--- src/rtl/alu_spi_responder.sv ---
// Purpose : SPI-style serial responder; receives {B, A, op} LSB first, runs one ALU op, returns the result.
// Latency : 1 + P + 1 + 1 + DATA_WIDTH cycles from start-bit edge to IDLE, P = OP_WIDTH + 2*DATA_WIDTH (30 at defaults).
// Backpressure: none; the initiator paces every bit, and releasing i_nss aborts the exchange with no response.
//
// Ports:
//   i_clock  - system clock, also the serial bit clock (rising edge)
//   i_reset  - asynchronous active-high reset
//   i_nss    - slave select, active-low
//   i_mosi   - serial request: start bit '1', then op, A, B, each LSB first
//   o_miso   - registered serial response: start bit '1', then result LSB first
//   o_busy   - high whenever the machine is not in IDLE
module alu_spi_responder #(
  parameter int DATA_WIDTH = 8,
  parameter int OP_WIDTH   = 3
) (
  input  logic i_clock,
  input  logic i_reset,
  input  logic i_nss,
  input  logic i_mosi,
  output logic o_miso,
  output logic o_busy
);

  localparam int PKT_W = OP_WIDTH + 2 * DATA_WIDTH;
  localparam int CNT_W = (PKT_W > 1) ? $clog2(PKT_W) : 1;
  localparam int SH_W  = (DATA_WIDTH > 1) ? $clog2(DATA_WIDTH) : 1;

  typedef enum logic [2:0] {
    IDLE,
    RX,
    COMPUTE,
    TX_START,
    TX
  } state_t;

  state_t                state;
  logic [CNT_W-1:0]      cnt;
  logic [PKT_W-1:0]      packet;
  logic [DATA_WIDTH-1:0] result;
  logic [DATA_WIDTH-1:0] alu_res;

  logic [OP_WIDTH-1:0]   op;
  logic [DATA_WIDTH-1:0] op_a;
  logic [DATA_WIDTH-1:0] op_b;
  logic [SH_W-1:0]       shamt;
  logic [SH_W-1:0]       tx_idx;

  assign op    = packet[OP_WIDTH-1:0];
  assign op_a  = packet[OP_WIDTH +: DATA_WIDTH];
  assign op_b  = packet[OP_WIDTH + DATA_WIDTH +: DATA_WIDTH];
  // Shift amount uses only the bits needed to address a bit of the operand.
  assign shamt = op_b[SH_W-1:0];

  // o_miso is registered, so each TX edge loads the bit for the *next* cycle.
  assign tx_idx = SH_W'(cnt + CNT_W'(1));

  assign o_busy = (state != IDLE);

  // Arithmetic wraps naturally at DATA_WIDTH; unused op codes give zero.
  always_comb begin
    alu_res = '0;
    case (op)
      OP_WIDTH'(0): alu_res = op_a + op_b;
      OP_WIDTH'(1): alu_res = op_a - op_b;
      OP_WIDTH'(2): alu_res = op_a & op_b;
      OP_WIDTH'(3): alu_res = op_a | op_b;
      OP_WIDTH'(4): alu_res = op_a ^ op_b;
      OP_WIDTH'(5): alu_res = op_a << shamt;
      OP_WIDTH'(6): alu_res = op_a >> shamt;
      OP_WIDTH'(7): alu_res = op_a;
      default:      alu_res = '0;
    endcase
  end

  always_ff @(posedge i_clock or posedge i_reset) begin
    if (i_reset) begin
      state  <= IDLE;
      cnt    <= '0;
      packet <= '0;
      result <= '0;
      o_miso <= 1'b0;
    end else if (state == IDLE) begin
      o_miso <= 1'b0;
      cnt    <= '0;
      if (!i_nss && i_mosi) begin
        state <= RX;
      end
    end else if (i_nss) begin
      // Deselect mid-exchange: drop everything, nothing is sent back.
      state  <= IDLE;
      cnt    <= '0;
      packet <= '0;
      result <= '0;
      o_miso <= 1'b0;
    end else begin
      case (state)
        RX: begin
          o_miso      <= 1'b0;
          packet[cnt] <= i_mosi;
          if (cnt == CNT_W'(PKT_W - 1)) begin
            cnt   <= '0;
            state <= COMPUTE;
          end else begin
            cnt <= cnt + CNT_W'(1);
          end
        end
        COMPUTE: begin
          result <= alu_res;
          o_miso <= 1'b1;   // response start bit shows during TX_START
          state  <= TX_START;
        end
        TX_START: begin
          o_miso <= result[0];
          cnt    <= '0;
          state  <= TX;
        end
        TX: begin
          if (cnt == CNT_W'(DATA_WIDTH - 1)) begin
            o_miso <= 1'b0;
            cnt    <= '0;
            state  <= IDLE;
          end else begin
            o_miso <= result[tx_idx];
            cnt    <= cnt + CNT_W'(1);
          end
        end
        default: begin
          o_miso <= 1'b0;
          cnt    <= '0;
          state  <= IDLE;
        end
      endcase
    end
  end

endmodule

--- config.mk ---
export PLATFORM = sky130hd
export DESIGN_NAME = alu_spi_responder
export DESIGN_NICKNAME = d
export VERILOG_FILES = /design/src/rtl/alu_spi_responder.sv
export SDC_FILE = /design/constraint.sdc
export NUM_CORES = 1
export LEC_CHECK = 0
export ABC_AREA = 1
export ABC_CLOCK_PERIOD_IN_PS = 2600
export CAP_MARGIN = 10
export CORE_MARGIN = 8
export CORE_UTILIZATION = 36
export CTS_CLUSTER_DIAMETER = 50
export DETAILED_ROUTE_END_ITERATION = 10
export MAX_ROUTING_LAYER = met4
export PLACE_DENSITY_LB_ADDON = 0.12
export SYNTH_ARGS = -nofsm -noshare
export SYNTH_HDL_FRONTEND = slang
export SYNTH_SLANG_ARGS = --single-unit
--- constraint.sdc ---
create_clock -name i_clock -period 2.6 [get_ports i_clock]
set_input_delay 0.52 -clock i_clock [delete_from_list [all_inputs] [get_ports i_clock]]
set_output_delay 0.52 -clock i_clock [all_outputs]
set_load 0.02 [all_outputs]
# Word level (Yosys, flattened, before mapping)
# Cells that the tools add are included.
[word_totals] reg_bits=36 latchBits=0 ram_bits=0 mem_bits_ro=0 in_bits=4 output_inout_bits=2 elab_cells=70 memories=0
[op_classes] addsub=3 mul=0 div_mod_pow=0 magnitude_cmp=3 n_eq_ne=17 n_shift=2 muxes=25 bitwise=4 n_reduce_logical=11
[op_table] operator="$pmux 8 s8" n=1
[op_table] operator="$mux 19" n=2
[op_table] operator="$mux 5" n=4
[op_table] operator="$bwmux 19" n=1
[op_table] operator="$mux 8" n=2
[op_table] operator="$eq 3x3->1 const B" n=5
[op_table] operator="$mux 3" n=5
[op_table] operator="$pmux 5 s3" n=1
[op_table] operator="$eq 3x2->1 const B" n=4
[op_table] operator="$pmux 3 s4" n=1
[op_table] operator="$add 8x8->8" n=1
[op_table] operator="$and 8x8->8" n=1
[op_table] operator="$ne 4x4->1 const B" n=2
[op_table] operator="$or 8x8->8" n=1
[op_table] operator="$shl 8x3->8" n=1
[op_table] operator="$shr 8x3->8" n=1
[op_table] operator="$sub 8x8->8" n=1
[op_table] operator="$xor 8x8->8" n=1
[op_table] operator="$eq 3x1->1 const B" n=2
[op_table] operator="$logic_not 3->1" n=2
[op_table] operator="$lt 5x6->1 const B" n=1
[op_table] operator="$add 5x1->5 const B" n=1
[op_table] operator="$demux 1 s5" n=1
[op_table] operator="$eq 5x3->1 const B" n=1
[op_table] operator="other kinds (15)" n=22

# Depth between registers and ports, before layout
[logic_depth] depth_word=7 ltp_mapped=18 depth_no_buf=17

# Least setup slack after synthesis
# OpenSTA, ideal clock, no wires.
[synth_path] kind="reg2reg" startpoint="reg packet[12]" endpoint="reg result[7]" setup_ns=0.117 arrival_time_ns=2.190 required_ns=2.483 slack_ns=0.294 stages_incl_launch_ff=18 path_buffers=1 synth_period_minus_slack_ns=2.306 path_cell_list="dfrtp_1 > inv_1 > buf_2 > ha_1 > inv_1 > nor3_1 > nand2_1 > nand2_1 > xor2_1 > ha_1 > nand2_1 > inv_1 > a21oi_1 > nand2_1 > nand3_1 > nand3_1 > nand2_1 > nand2_1"
[synth_between] elab_chain_cells=4 elab_cells_between_ends=7 classes_between="add/sub: 2; shift: 2; mux: 3"
[synth_lines] element="from (decl)" line_no="38" rtl="logic [PKT_W-1:0] packet;"
[synth_lines] element="from (signal, indexed assignment)" line_no="99" rtl="packet[cnt] <= i_mosi;"
[synth_lines] element="$sub 8x8->8 (tied with other cells)" line_no="64" rtl="OP_WIDTH'(1): alu_res = op_a - op_b;"
[synth_lines] element="$pmux 8 s8 (*)" line_no="62" rtl="case (op)"
[synth_lines] element="$mux 8 (*)" line_no="96" rtl="case (state)"
[synth_lines] element="$mux 8 (*)" line_no="88" rtl="end else if (i_nss) begin"
[synth_lines] element="to (signal assigned)" line_no="108" rtl="result <= alu_res;"
[synth_lines] element="to (decl)" line_no="39" rtl="logic [DATA_WIDTH-1:0] result;"
# Mark *: on every way between the ends. The rest lies on a longest branch, timed or not. The select of a mux whose other input is x is not followed.
# A chain may end at the register's enable or synchronous reset.

# Worst setup path in the final report
[layout_path] startpoint="reg packet[2]" endpoint="reg result[4]"
[layout_between] elab_chain_cells=4 elab_cells_between_ends=11 classes_between="eq/ne: 7; mux: 3; reduce/logical: 1"
[layout_lines] element="$eq 3x3->1 (tied with other cells)" line_no="62"
[layout_lines] element="$pmux 8 s8 (*)" line_no="62"
[layout_lines] element="$mux 8 (*)" line_no="96"
[layout_lines] element="$mux 8 (*)" line_no="88"
# Marks and branches as above.

==> out/qor_table.md <==
| Result | This run |
|---|---|
| Cell area after synthesis | 3406 µm² |
| Type of the setup path with the least slack | reg -> reg |
| Comb power frac | 47.2% |
| TritonCTS Sinks | 36 |
| Master cell of the clock root buffer | clkbuf_8 |
| Highest clock rate | 436.6 MHz |
| Global placement routability congestion | 0.8872 |
| Critical path arrival | 2.47 ns |
| Total power after layout | 2.101 mW |
| Total power divided by cell area | 566.2 nW/µm² |
| Mean post-synth cell area | 6.524 µm² |
| Ys Warns | 0 |
| Worst hold path type | reg -> reg |
| Leak pwr | 1.844 nW |
| RSZ-0062 raised after global routing | false |
| Total Die Area | 12830 µm² |
| Max-slew violation total from the final report | 0 |
| Port buffer count | 5 |
| Global-route wire length before repair | 17.31 mm |
| Async SR Flop Fraction | 100.0% |
| Via count of the first global-routing pass | 3321 |
| Delay of the slowest cell on the worst path | 0.46 ns |
| Most frequent cell after synthesis | nand2_1 |
| Antenna fix cells | 0 |
| Width of the chip | 113.3 µm |
| Post-synth EDFFs | 0 |
| Total core area | 9196 µm² |
| Clock tree buffer depth | 2 |
| Final standard cell area without fillers | 3710 µm² |
| Max-cap violations | 0 |
| Most common flop cell mapped by yosys | dfrtp_1 |
| Highest ir drop seen on vdd | 0.0004604 V |
| Cell type contributing the most total cell area after synthesis | dfrtp_1 |
| Crit path top cell by count | nand2_1 |
| Maximum number of pins on one net before global-route repair | 37 |
| H-tree depth | 2 |
| Synth cell count leaders | nand2_1, inv_1, nor2_1 |
| Fraction of layout cells with a size suffix above 1 | 6.903% |
| Sw Ratio | 45.69% |
| DRC violations left | 0 |
| Clock-pin slew of the registers on the worst-case setup and hold paths | 0.08 ns |
| Post-placement cell area | 3615 µm² |
| Overall routed net length | 10.16 mm |
| Detailed Route Iter0 Violations | 210 |
| Cell row count | 35 |
| Transition time at the pin with the least slew margin | 0.6005 ns |
| Count of mapped cells out of synthesis | 522 |
| Sum Neg Setup Slack | 0 ns |
| Number of routed nets with antenna violations | 0 |
| Crit path cell chain | inv_2 -> nand3_4 -> nand2_1 -> xor2_1 -> inv_1 -> ha_1 -> nand2_1 -> nand2_1 -> inv_1 -> nand2_1 -> xnor2_1 -> a21oi_1 -> nand2_1 -> nand2_1 |
| Slowest stage cell on the critical path | dfrtp_1 |
| Clk pwr share | 19.6% |
| Final core area utilization | 40.34% |
| Routed wire per std cell | 15.70 µm |
| Synthesized Nets | 556 |
| Initial cell density of the core | 37.03% |
| Type of origin of the critical path | register |
| Ranking of synthesized cells by area | dfrtp_1, nand2_1, ha_1 |
| Slew Limit Headroom | 59.70% |
| Net switching power | 0.9596 mW |
| Per-cell via count in the routed design | 5.155 |
| Number of distinct library cells after synthesis | 33 |
| Maximum fanout count along the critical path | 8 |
| TritonRoute pass-1 iters | 4 |
| Ratio of final minimum period to clock period | 88.09% |
| Worst reg-to-reg path cell count | 14 |
| Fraction of the yosys area taken by sequential cells | 26.45% |
| Final-report hold violation count | 0 |
| Antenna violations before repair | 0 |
| Clock buffer count from CTS | 5 |
| Global-route congestion overflow total | 0 |
| Final hold slack | 0.4876 ns |
| Kind of end point of the critical path | register |
| P_int | 1.141 mW |
| Vias after detailed routing | 3335 |
| Number of register bits inferred by synthesis | 36 |
| Worst clock skew | 0.009568 ns |
| Final critical-path required period | 2.290 ns |
| Critical path data required time | 2.78 ns |
| Tot GR Track Use | 17.20% |
| TritonCTS clock tree | built |
| Number of top-level design ports | 6 |
| Count of hold-fix buffers inserted at cts | 0 |
| Sequential share of power | 33.2% |
| WHS Path Cells | 2 |
| Run status | finished clean |
| Clk Latency, worst-skew pair | 0.29 ns |
| Area growth from synthesis to layout | 8.927% |
| Number of nets in the layout | 569 |
| Final Setup Violations | 0 |
| Chip Height | 113.3 µm |
| Half-perimeter wire length after placement | 8.011 mm |
| Share of the synthesized area in the top cell type | 26.45% |
[registers in the layout (all words and copies together), names as in the netlist]
register and cells:
packet 19, o_miso 1, result 8, cnt 5
state 3
[power by group through the flow]
stage,logic [mW],clock network (mW),registers (mW)
finish,0.992,0.412,0.696
global placement,0.990,0,0.704
global route,1.14,0.445,0.708
detailed placement,0.988,0,0.705
CTS,0.994,0.426,0.695
floorplan,0.751,0,0.689
[what timing repair did]
| action | CTS | global route |
|---|---|---|
| setup endpoints to repair | 0 | 2 |
| resized for setup | 0 | 2 |
| setup buffers | 0 | 0 |
[cells in the final DEF, fill, tap and decap left out, types with 8 or more instances in the layout]
cell,n
nor2_1,52
xor2_1,8
o211ai_1,8
nand2_1,150
dfrtp_1,36
ha_1,29
o21ai_0,17
inv_1,72
nand3_1,44
a21oi_1,33
nand4_1,9
buf_4,12
o22ai_1,21
[final timing paths]
path                                 from    endpoint  slack [ns]
worst max-delay path            packet[2]   result[4]        0.31
worst min register to register  result[1]   result[1]        0.49
worst max register to register  packet[2]   result[4]        0.31
min in group asynchronous         i_reset  packet[13]        0.64
worst min-delay path            result[1]   result[1]        0.49
max in group asynchronous         i_reset   result[4]        1.60
[cell families (layout without fill, tap and decap cells)]
kind of cell	Yosys count	after routing	share of synthesized area, %
adders and majority gates	30	30	11.24
AOI/OAI and AO/OA	84	84	14.11
and+or+nand+nor	273	273	34.83
buffers and inverters	88	102	10.54
xor gates and xnor gates	11	11	2.829
DFF	36	36	26.45
[through the flow]
| stage | std cells | worst slack [ns] |
|---|---|---|
| 2_1_floorplan | 522 | 0.2937 |
| 3_5_place_dp | 639 | 0.2528 |
| 6_report | 647 | 0.3097 |
| 3_3_place_gp | 639 | 0.2752 |
| 5_1_grt | 647 | 0.03081 |
| 4_1_cts | 647 | 0.2215 |
[layout make-up]
| class | count | area (µm²) |
|---|---|---|
| inverters | 77 | 289.0 |
| flip-flops and latches | 36 | 900.9 |
| clock buffers | 7 | 76.32 |
| repair buffers | 17 | 140.1 |
| multi-input cells | 398 | 2156 |
| fillers | 1016 | 5487 |
| clock inverters | 1 | 8.758 |
| well taps | 111 | 138.9 |
[critical path, delay by kind of cell, from the launching register on]
kind | cells | cell delay [ns]
fa+ha+maj | 1 | 0.35
xor+xnor | 2 | 0.34
flops | 1 | 0.46
buf+inv | 3 | 0.31
simple gates | 7 | 0.64
compound gates | 1 | 0.09
[metal layers]
metal | track usage (%) | part of all wire [%]
met5 | - | 0
met4 | 5.151 | 2.0
met3 | 2.077 | 4.5
met2 | 26.55 | 45
met1 | 23.06 | 48
Note: power is estimated with default switching activity, not from simulation.
